===== src/rtl/display_buttons_pkg.sv =====
// Shared types and default constants for the display-board button scanner.
//   buttonsT     : named view of the 16-bit button word (MSB first).
//   scan_state_t : scan sequencer states.
//   *_DEF        : default values for the scanner parameters.
package display_buttons_pkg;

  localparam int unsigned CLK_DIV_DEF        = 25;
  localparam int unsigned N_BITS_DEF         = 16;
  localparam int unsigned DEBOUNCE_SCANS_DEF = 3;

  // Field order matches the shift-register chain, first-shifted bit at the MSB
  typedef struct packed {
    logic diall_click;
    logic dialr_click;
    logic nav_l;
    logic nav_u;
    logic nav_r;
    logic nav_d;
    logic button_x;
    logic button_y;
    logic button_b;
    logic button_a;
    logic spare0;
    logic touch_irq;
    logic spare1;
    logic spare2;
    logic nav_click;
    logic temperature_alarm;
  } buttonsT;

  typedef enum logic [1:0] {
    LOAD = 2'd0,
    LOW  = 2'd1,
    HIGH = 2'd2,
    DONE = 2'd3
  } scan_state_t;

endpackage


===== src/rtl/display_buttons_scan_debounce.sv =====
// Per-bit debounce counters for the button scanner (module buttons_debounce).
// Only instantiated when BUTTONS_DEBOUNCE_EN is defined.
//   clk, reset_n  : clock, async active-low reset
//   commit        : one-clk strobe at the end of a scan
//   sample        : active-high button word from the finished scan
//   buttons_cur   : currently presented button word
//   buttons_nxt_c : button word to present after this commit (combinational)
module buttons_debounce
  import display_buttons_pkg::*;
#(
  parameter int unsigned N_BITS         = N_BITS_DEF,
  parameter int unsigned DEBOUNCE_SCANS = DEBOUNCE_SCANS_DEF
) (
  input  logic              clk,
  input  logic              reset_n,
  input  logic              commit,
  input  logic [N_BITS-1:0] sample,
  input  logic [N_BITS-1:0] buttons_cur,
  output logic [N_BITS-1:0] buttons_nxt_c
);

  localparam int unsigned CW = $clog2(DEBOUNCE_SCANS + 1);

  logic [CW-1:0] cnt_q [N_BITS];
  logic [CW-1:0] cnt_d [N_BITS];

  // A bit flips on the DEBOUNCE_SCANS-th consecutive disagreeing scan; the
  // counter is cleared at that point so it never exceeds DEBOUNCE_SCANS-1.
  always_comb begin
    buttons_nxt_c = buttons_cur;
    cnt_d         = cnt_q;
    if (commit) begin
      for (int i = 0; i < int'(N_BITS); i++) begin
        if (sample[i] == buttons_cur[i]) begin
          cnt_d[i] = '0;
        end else if (cnt_q[i] == CW'(DEBOUNCE_SCANS - 1)) begin
          buttons_nxt_c[i] = sample[i];
          cnt_d[i]         = '0;
        end else begin
          cnt_d[i] = cnt_q[i] + CW'(1);
        end
      end
    end
  end

  always_ff @(posedge clk or negedge reset_n) begin
    if (!reset_n) begin
      for (int i = 0; i < int'(N_BITS); i++) cnt_q[i] <= '0;
    end else begin
      cnt_q <= cnt_d;
    end
  end

endmodule


===== src/rtl/display_buttons_scan.sv =====
// Serial reader for the display board's PISO button shift register.
// Loads the register, clocks out N_BITS bits, synchronises them and presents
// an active-high button word once per scan.
// Optional feature macro: BUTTONS_DEBOUNCE_EN (per-bit debounce counters).
//   clk, reset_n    : system clock, async active-low reset
//   shift_in        : serial data from the register (raw bits active-low)
//   shift_loadn     : parallel load to the register, active-low
//   shift_clk       : shift clock to the register
//   buttons         : button word, 1 = pressed, first-shifted bit at MSB
//   buttons_valid   : one-clk pulse per completed scan
//   buttons_changed : one-clk pulse with buttons_valid when buttons changed
module display_buttons_scan
  import display_buttons_pkg::*;
#(
  parameter int unsigned CLK_DIV        = CLK_DIV_DEF,
  parameter int unsigned N_BITS         = N_BITS_DEF,
  parameter int unsigned DEBOUNCE_SCANS = DEBOUNCE_SCANS_DEF
) (
  input  logic              clk,
  input  logic              reset_n,
  input  logic              shift_in,
  output logic              shift_loadn,
  output logic              shift_clk,
  output logic [N_BITS-1:0] buttons,
  output logic              buttons_valid,
  output logic              buttons_changed
);

  localparam int unsigned CNT_W = $clog2(CLK_DIV);
  localparam int unsigned IDX_W = (N_BITS > 1) ? $clog2(N_BITS) : 1;

  // Elaboration-time parameter legality
  if (CLK_DIV < 4) begin : g_bad_clk_div
    $error("CLK_DIV must be at least 4");
  end
  if (DEBOUNCE_SCANS < 1) begin : g_bad_debounce
    $error("DEBOUNCE_SCANS must be at least 1");
  end

  logic [1:0]        sync_q, sync_d;
  logic [CNT_W-1:0]  cnt_q, cnt_d;
  logic              tick_c;
  scan_state_t       state_q, state_d;
  logic [IDX_W-1:0]  idx_q, idx_d;
  logic [N_BITS-1:0] shift_q, shift_d;
  logic              commit_c;
  logic [N_BITS-1:0] sample_c;
  logic [N_BITS-1:0] buttons_nxt_c;

  logic              shift_loadn_q, shift_loadn_d;
  logic              shift_clk_q, shift_clk_d;
  logic [N_BITS-1:0] buttons_q, buttons_d;
  logic              buttons_valid_q, buttons_valid_d;
  logic              buttons_changed_q, buttons_changed_d;

  // Two-flop synchroniser on the serial input
  assign sync_d = {sync_q[0], shift_in};

  // Tick divider: one tick per shift-clock half-period
  assign tick_c = (cnt_q == CNT_W'(CLK_DIV - 1));
  assign cnt_d  = tick_c ? '0 : cnt_q + CNT_W'(1);

  always_ff @(posedge clk or negedge reset_n) begin
    if (!reset_n) begin
      sync_q <= '0;
      cnt_q  <= '0;
    end else begin
      sync_q <= sync_d;
      cnt_q  <= cnt_d;
    end
  end

  // FSM state register (with bit index and captured word)
  always_ff @(posedge clk or negedge reset_n) begin
    if (!reset_n) begin
      state_q <= LOAD;
      idx_q   <= IDX_W'(N_BITS - 1);
      shift_q <= '0;
    end else begin
      state_q <= state_d;
      idx_q   <= idx_d;
      shift_q <= shift_d;
    end
  end

  // FSM next state; data is captured on the last clk of each LOW phase
  always_comb begin
    state_d = state_q;
    idx_d   = idx_q;
    shift_d = shift_q;
    if (tick_c) begin
      case (state_q)
        LOAD: begin
          state_d = LOW;
          idx_d   = IDX_W'(N_BITS - 1);
        end
        LOW: begin
          shift_d[idx_q] = sync_q[1];
          state_d        = (idx_q == '0) ? DONE : HIGH;
        end
        HIGH: begin
          idx_d   = idx_q - IDX_W'(1);
          state_d = LOW;
        end
        DONE:    state_d = LOAD;
        default: state_d = LOAD;
      endcase
    end
  end

  assign commit_c = tick_c && (state_q == DONE);
  assign sample_c = ~shift_q;

`ifdef BUTTONS_DEBOUNCE_EN
  buttons_debounce #(
    .N_BITS         (N_BITS),
    .DEBOUNCE_SCANS (DEBOUNCE_SCANS)
  ) u_debounce (
    .clk           (clk),
    .reset_n       (reset_n),
    .commit        (commit_c),
    .sample        (sample_c),
    .buttons_cur   (buttons_q),
    .buttons_nxt_c (buttons_nxt_c)
  );
`else
  assign buttons_nxt_c = sample_c;
`endif

  // FSM outputs, decoded from the next state so the pins change with it
  always_comb begin
    shift_loadn_d     = (state_d != LOAD);
    shift_clk_d       = (state_d == HIGH);
    buttons_valid_d   = commit_c;
    buttons_d         = buttons_q;
    buttons_changed_d = 1'b0;
    if (commit_c) begin
      buttons_d         = buttons_nxt_c;
      buttons_changed_d = (buttons_nxt_c != buttons_q);
    end
  end

  always_ff @(posedge clk or negedge reset_n) begin
    if (!reset_n) begin
      shift_loadn_q     <= 1'b1;
      shift_clk_q       <= 1'b0;
      buttons_q         <= '0;
      buttons_valid_q   <= 1'b0;
      buttons_changed_q <= 1'b0;
    end else begin
      shift_loadn_q     <= shift_loadn_d;
      shift_clk_q       <= shift_clk_d;
      buttons_q         <= buttons_d;
      buttons_valid_q   <= buttons_valid_d;
      buttons_changed_q <= buttons_changed_d;
    end
  end

  assign shift_loadn     = shift_loadn_q;
  assign shift_clk       = shift_clk_q;
  assign buttons         = buttons_q;
  assign buttons_valid   = buttons_valid_q;
  assign buttons_changed = buttons_changed_q;

endmodule


===== config.mk =====
export PLATFORM = sky130hd
export DESIGN_NAME = display_buttons_scan
export DESIGN_NICKNAME = d
export VERILOG_FILES = /design/src/rtl/display_buttons_pkg.sv /design/src/rtl/display_buttons_scan_debounce.sv /design/src/rtl/display_buttons_scan.sv
export SDC_FILE = /design/constraint.sdc
export NUM_CORES = 1
export LEC_CHECK = 0
export ABC_AREA = 0
export BUFFER_PORTS_ARGS = -buffer_cell sky130_fd_sc_hd__buf_2
export CORE_MARGIN = 4
export CORE_UTILIZATION = 60
export DETAILED_ROUTE_END_ITERATION = 8
export GPL_ROUTABILITY_DRIVEN = 0
export PLACE_DENSITY = 0.9
export SLEW_MARGIN = 20
export SYNTH_ARGS = -nofsm -noshare
export SYNTH_HDL_FRONTEND = slang
export SYNTH_SLANG_ARGS = --single-unit

===== constraint.sdc =====
create_clock -name clk -period 5.2 [get_ports clk]
set_clock_uncertainty 0.1 [all_clocks]
set_input_delay 0.26 -clock clk [delete_from_list [all_inputs] [get_ports clk]]
set_output_delay 0.26 -clock clk [all_outputs]
set_load 0.005 [all_outputs]

==> run_results.csv, run 1 <==
group,metric,value,unit
status,outcome,"finished clean",
route,drt_pass1_iterations,4,
clock_network,cts_htree_levels,2,
global_route,grt_overflow,0,
cells_and_area,finalInstanceArea,2535,sq um
cells_and_area,antenna_cells,0,
power_and_ir_drop,switching_share,19.47,%
floorplan,die_w,69.37,um
setup_path,slowest_delay,0.59,ns
sta,hold_slack,0.2642,ns
clock_network,cts_setup_buffers,0,
power_and_ir_drop,vdd_ir_drop_max,0.1468,mV
clock_network,cts_buffers,5,
yosys,syn_area,2260,sq um
cells_and_area,area_growth,12.18,%
floorplan,dieArea,4812,sq um
route,drc,0,
floorplan,core,3661,sq um
placed_design,hpwl,2692,um
global_route,grt_pass1_vias,1505,
yosys,synth-seq-cells,49,
route,viasPerCell,5.625,
setup_path,path_max_fanout,17,
floorplan,rows,22,
clock_network,ctsHoldBuffers,1,
setup_path,path_class,"reg -> reg",
cells_and_area,fill_cells,255,
setup_path,cp.arrival,2.29,ns
clock_network,cts_resized,0,
sta,hold_viol_final,0,
flow_run,maxCapViolations,0,
global_route,antenna_found_initial,0,
cells_and_area,multi_input_comb_area,970.9,sq um
sta,worstMarginPinSlew,0.6370,ns
power_and_ir_drop,p_leak,1.366,nW
cells_and_area,regArea,1232,sq um
route,wl_per_cell,14.41,um
min_path,hold_path.class,"reg -> reg",
floorplan,die_y,69.37,um
global_route,grt_start_max_net_pins,50,
sta,min_period,2.195,ns
setup_path,endpoint_kind,"register",
sta,slew_headroom,57.49,%
power_and_ir_drop,pwr-share-clk,41.5,%
yosys,ys_warn_count,0,
setup_path,cp_slowest_cell,"nor3b_4",
sta,setup-tns-final,0,ns
power_and_ir_drop,pwr-share-comb,1.4,%
power_and_ir_drop,p_int,540.2,uW
route,drt-total-wl,3847,um
setup_path,startpoint_type,"register",
sta,setup_slack,3.005,ns
yosys,syn_inst,196,
yosys,ys_seq_area_share,54.54,%
cells_and_area,drive_above_1_share,25.11,%
sta,period_share,42.21,%
power_and_ir_drop,power_frac_seq,57.2,%
placed_design,dpl_worst_slack,2.632,ns
yosys,syn_avg_cell_area,11.53,sq um
cells_and_area,fin_util,69.24,%
yosys,synth_fp_nets,206,
setup_path,crit_buf_inv,1,
power_and_ir_drop,power.switching,130.6,uW
sta,drv_slew,0,
floorplan,io_pins,23,
clock_network,clockRootBuffer,"clkbuf_8",
route,vias,1502,
clock_network,cts_sinks,49,
global_route,grt_first_pass_wirelength,6831,um
setup_path,cp.required,5.30,ns
sta,fmax,0.4555,GHz
route,final_antenna_net_count,0,
sta,finalSetupViolCount,0,
clock_network,cts_tree,"done",
floorplan,initial_core_util,61.72,%
placed_design,portBuffers,22,
cells_and_area,finalNetCount,228,
power_and_ir_drop,power_density,264.6,nW/um^2
placed_design,place_area,2387,sq um
placed_design,numPlacedInstances,257,
clock_network,clk_pin_slew_worst_paths,0.09,ns
yosys,synth_cell_types,29,
power_and_ir_drop,p_total,670.8,uW
global_route,grt.total_usage,17.55,%
clock_network,cts_buffer_depth,2,
setup_path,crit_chain,"inv_1 -> ha_1 -> nand4b_4 -> nor3b_4 -> nand3_1 -> mux2_4",
route,drt_iter0_markers,89,
clock_network,insertion_delay,0.30,ns
sta,rsz0062_at_grt,"no",
cells_and_area,final_cells,267,
setup_path,crit_family,"simple AND/OR/NAND/NOR gates",
==> worst paths after layout <==
| check | startpoint | to | slack [ns] | depth (start not counted) |
|---|---|---|---|---|
| setup reg to reg | cnt_q[0]$_DFF_PN0_ | shift_q[10]$_DFFE_PN0P_ | 3.00 | 6 |
| hold / removal | sync_q[0]$_DFF_PN0_ | sync_q[1]$_DFF_PN0_ | 0.26 | 0 |
| min in group asynchronous | reset_n | buttons[0]$_DFFE_PN0P_ | 0.39 | 2 |
| max in group asynchronous | reset_n | cnt_q[2]$_DFF_PN0_ | 4.20 | 2 |
| setup / recovery | cnt_q[0]$_DFF_PN0_ | shift_q[10]$_DFFE_PN0P_ | 3.00 | 6 |
| hold reg to reg | sync_q[0]$_DFF_PN0_ | sync_q[1]$_DFF_PN0_ | 0.26 | 0 |
==> metal layers <==
| metal | GRT usage (%) | share of wire, % | up-vias |
|---|---|---|---|
| li1 | - | - | 719 |
| met1 | 22.07 | 44 | 736 |
| met2 | 27.75 | 49 | 34 |
| met3 | 3.623 | 4.0 | 13 |
| met4 | 10.63 | 3.0 | 0 |
| met5 | 0 | 0 | - |
==> cell usage in the layout (no fill, tap or decap), drive strengths merged, types with 2 or more instances in the layout <==
master / count
dfrtp: 44
buf: 22
nand2: 19
o21ai: 18
xor2: 17
mux2: 16
nand3: 15
nor2: 9
nand4: 8
ha: 7
clkbuf: 6
inv: 5
dfstp: 5
a21oi: 4
nand2b: 3
a31oi: 3
xnor2: 2
and2: 2
nor3: 2
and2b: 2
dlygate4sd3: 2
==> flip-flops by register name (all words and copies together), names as in the netlist <==
| signal | count |
|---|---|
| buttons | 16 |
| shift_q | 16 |
| cnt_q | 5 |
| idx_q | 4 |
| state_q | 2 |
| sync_q | 2 |
| buttons_changed | 1 |
| buttons_valid | 1 |
| shift_clk | 1 |
| shift_loadn | 1 |
==> logic make-up after synthesis <==
| kind of cell | synth area share, % |
|---|---|
| AOI/OAI and AO/OA | 6.091 |
| xor gates and xnor gates | 7.364 |
| adders and majority gates | 3.876 |
| buffers and inverters | 2.713 |
| DFF | 54.54 |
| muxes | 9.912 |
| and+or+nand+nor | 15.50 |
==> cell usage after synthesis <==
master,instances,area [sq um]
nor2_1,9,33.78
a22o_1,1,8.760
and4b_1,1,10.01
nand2_1,19,71.32
xnor2_1,2,17.52
dfrtp_1,44,1101
o21ai_0,18,90.09
a21oi_1,4,20.02
ha_1,7,87.58
nand3_2,1,10.01
mux2i_1,1,10.01
nand2b_1,3,18.77
buf_2,1,5.000
mux2_2,7,78.83
nor3_1,2,10.01
mux2_4,9,135.1
nand4b_4,1,23.77
and2_1,2,12.51
nand3_1,14,70.07
nand4_1,8,50.05
a31oi_1,3,18.77
xor2_1,17,148.9
and2b_1,2,15.01
buf_6,1,11.26
nor4_1,1,6.260
nor3b_4,1,18.77
clkbuf_1,7,26.28
inv_1,5,18.77
dfstp_2,5,131.4
==> power groups by stage <==
stage / Combinational [mW] / Clock, mW / Sequential (mW)
after detailed placement: 0.00851 / 0 / 0.391
after CTS: 0.00904 / 0.285 / 0.383
after global placement: 0.00834 / 0 / 0.391
after global routing: 0.0115 / 0.301 / 0.384
final: 0.00923 / 0.278 / 0.383
after floorplan: 0.00140 / 0 / 0.390
==> final cells by class <==
type | count | share of cell area (%)
clock buffers | 6 | 3.258
inverters | 5 | 0.7404
repair buffers | 24 | 5.232
clock inverters | 2 | 1.481
multi-input cells | 133 | 38.30
well taps | 48 | 2.369
flip-flops and latches | 49 | 48.62
(Power assumes the default switching activity.)
==> run 2: changes to the inputs <==
--- a/config.mk
+++ b/config.mk
@@ -8,10 +8,10 @@
 export ABC_AREA = 0
 export BUFFER_PORTS_ARGS = -buffer_cell sky130_fd_sc_hd__buf_2
 export CORE_MARGIN = 4
-export CORE_UTILIZATION = 60
+export CORE_UTILIZATION = 52
 export DETAILED_ROUTE_END_ITERATION = 8
 export GPL_ROUTABILITY_DRIVEN = 0
-export PLACE_DENSITY = 0.9
+export PLACE_DENSITY = 0.83
 export SLEW_MARGIN = 20
 export SYNTH_ARGS = -nofsm -noshare
 export SYNTH_HDL_FRONTEND = slang
==> constraint.sdc (replaced) <==
create_clock -name clk -period 1.8 [get_ports clk]
set_clock_uncertainty 0.1 [all_clocks]
set_input_delay 0.09 -clock clk [delete_from_list [all_inputs] [get_ports clk]]
set_output_delay 0.09 -clock clk [all_outputs]
set_load 0.005 [all_outputs]
==> run_results.csv, run 2 (synthesis gave the netlist of run 1 again) <==
group,metric,value,unit
power_and_ir_drop,p_leak,1.414,nW
route,wl_per_cell,13.03,um
clock_network,cts_buffer_depth,2,
route,vias,1440,
clock_network,cts_htree_levels,2,
placed_design,hpwl,2635,um
setup_path,crit_chain,"inv_2 -> ha_4 -> nand4b_4 -> nor3b_4 -> buf_12 -> nand3_1 -> mux2_4",
clock_network,clockRootBuffer,"clkbuf_8",
route,drc,0,
cells_and_area,layout_common_cells,"44 x dfrtp_1, 22 x buf_2, 19 x nand2_1",
cells_and_area,finalInstanceArea,2611,sq um
sta,setup_slack,0.01153,ns
sta,rsz0062_at_grt,"yes",
floorplan,die_y,73.92,um
setup_path,slowest_delay,0.41,ns
power_and_ir_drop,vdd_ir_drop_max,0.5174,mV
cells_and_area,final_common_cell,"dfrtp_1",
power_and_ir_drop,p_total,1.877,mW
global_route,grt_overflow,0,
cells_and_area,finalNetCount,236,
floorplan,rows,23,
setup_path,reg2reg_depth,7,
clock_network,clk_pin_slew_worst_paths,0.09,ns
sta,fmax,0.5591,GHz
sta,drv_slew,0,
global_route,grt_pass1_vias,1442,
route,viasPerCell,5.217,
cells_and_area,final_cells,276,
cells_and_area,drive_above_1_share,28.32,%
sta,finalSetupViolCount,0,
global_route,grt_start_max_net_pins,35,
placed_design,dpl_worst_slack,0.01600,ns
setup_path,path_max_fanout,17,
flow_run,maxCapViolations,0,
setup_path,cp.required,1.88,ns
route,drt_pass1_iterations,4,
setup_path,endpoint_kind,"register",
global_route,grt.total_usage,15.62,%
cells_and_area,fin_util,63.45,%
power_and_ir_drop,power_density,718.8,nW/um^2
placed_design,numPlacedInstances,266,
setup_path,cp_slowest_cell,"dfrtp_1",
sta,setup-tns-final,0,ns
floorplan,io_pins,23,
sta,slew_headroom,64.66,%
setup_path,startpoint_type,"register",
global_route,antenna_found_initial,0,
route,drt_iter0_markers,46,
placed_design,place_area,2480,sq um
clock_network,cts_tree,"done",
floorplan,dieArea,5464,sq um
clock_network,cts_buffers,5,
status,outcome,"finished clean",
clock_network,insertion_delay,0.30,ns
placed_design,portBuffers,22,
route,drt-total-wl,3595,um
clock_network,cts_resized,0,
sta,hold_slack,0.2149,ns
floorplan,initial_core_util,54.91,%
floorplan,die_w,73.92,um
sta,min_period,1.788,ns
route,final_antenna_net_count,0,
global_route,grt_first_pass_wirelength,6548,um
setup_path,path_class,"reg -> reg",
setup_path,cp.arrival,1.87,ns
cells_and_area,area_growth,15.56,%
sta,worstMarginPinSlew,0.5301,ns
cells_and_area,antenna_cells,0,
clock_network,cts_sinks,49,
min_path,hold_path.class,"in -> async",
sta,hold_viol_final,0,
sta,period_share,99.36,%
floorplan,core,4115,sq um
run 2: cell types whose count changed in the layout (fill, tap and decap cells not counted), sizes merged:
cell,delta
buf,+8
clkbuf,-1
clkinv,+1
clkinvlp,-1
run 2: critical path, delay by kind of cell, from the launching register on:
kind	cells	cell delay, ns
simple gates	3	0.46
flops	1	0.41
buf+inv	2	0.25
mux	1	0.31
fa+ha+maj	1	0.15
run 2: metal layers:
| metal | GRT usage [%] | vias up | share of wire [%] |
|---|---|---|---|
| li1 | - | 731 | - |
| met1 | 20.12 | 667 | 47 |
| met2 | 25.20 | 35 | 46 |
| met3 | 4.104 | 7 | 4.9 |
| met4 | 6.036 | 0 | 2.0 |
| met5 | 0 | - | 0 |
run 2: layout make-up:
type | instances | area (sq um)
inverters | 5 | 18.77
repair buffers | 32 | 215.2
multi-input cells | 133 | 978.4
clock inverters | 2 | 35.03
clock buffers | 5 | 68.82
flip-flops and latches | 49 | 1232
fillers | 322 | 1504
well taps | 50 | 62.56
run 2: path summary, 6_finish.rpt:
check / from / end / slack [ns]
min in group clk: sync_q[0]$_DFF_PN0_ / sync_q[1]$_DFF_PN0_ / 0.26
worst max register to register: cnt_q[1]$_DFF_PN0_ / shift_q[8]$_DFFE_PN0P_ / 0.01
max in group asynchronous: reset_n / shift_q[12]$_DFFE_PN0P_ / 0.87
worst max-delay path: cnt_q[1]$_DFF_PN0_ / shift_q[8]$_DFFE_PN0P_ / 0.01
worst min register to register: sync_q[0]$_DFF_PN0_ / sync_q[1]$_DFF_PN0_ / 0.26
worst min-delay path: reset_n / buttons[1]$_DFFE_PN0P_ / 0.21
run 2: timing repair:
action                                  in CTS  in global routing
setup buffers                                0                  1
pin swaps                                    0                  0
hold buffers                                 2                  0
endpoints found under the hold margin       18                  0
endpoints found under the setup margin       3                 16
run 2: power by group:
part | leakage, nW | internal (mW) | total, mW | switching (mW)
combinational | 0.709 | 0.0100 | 0.0315 | 0.0215
sequential | 0.650 | 1.10 | 1.11 | 0.00502
clock | 0.0540 | 0.404 | 0.738 | 0.334
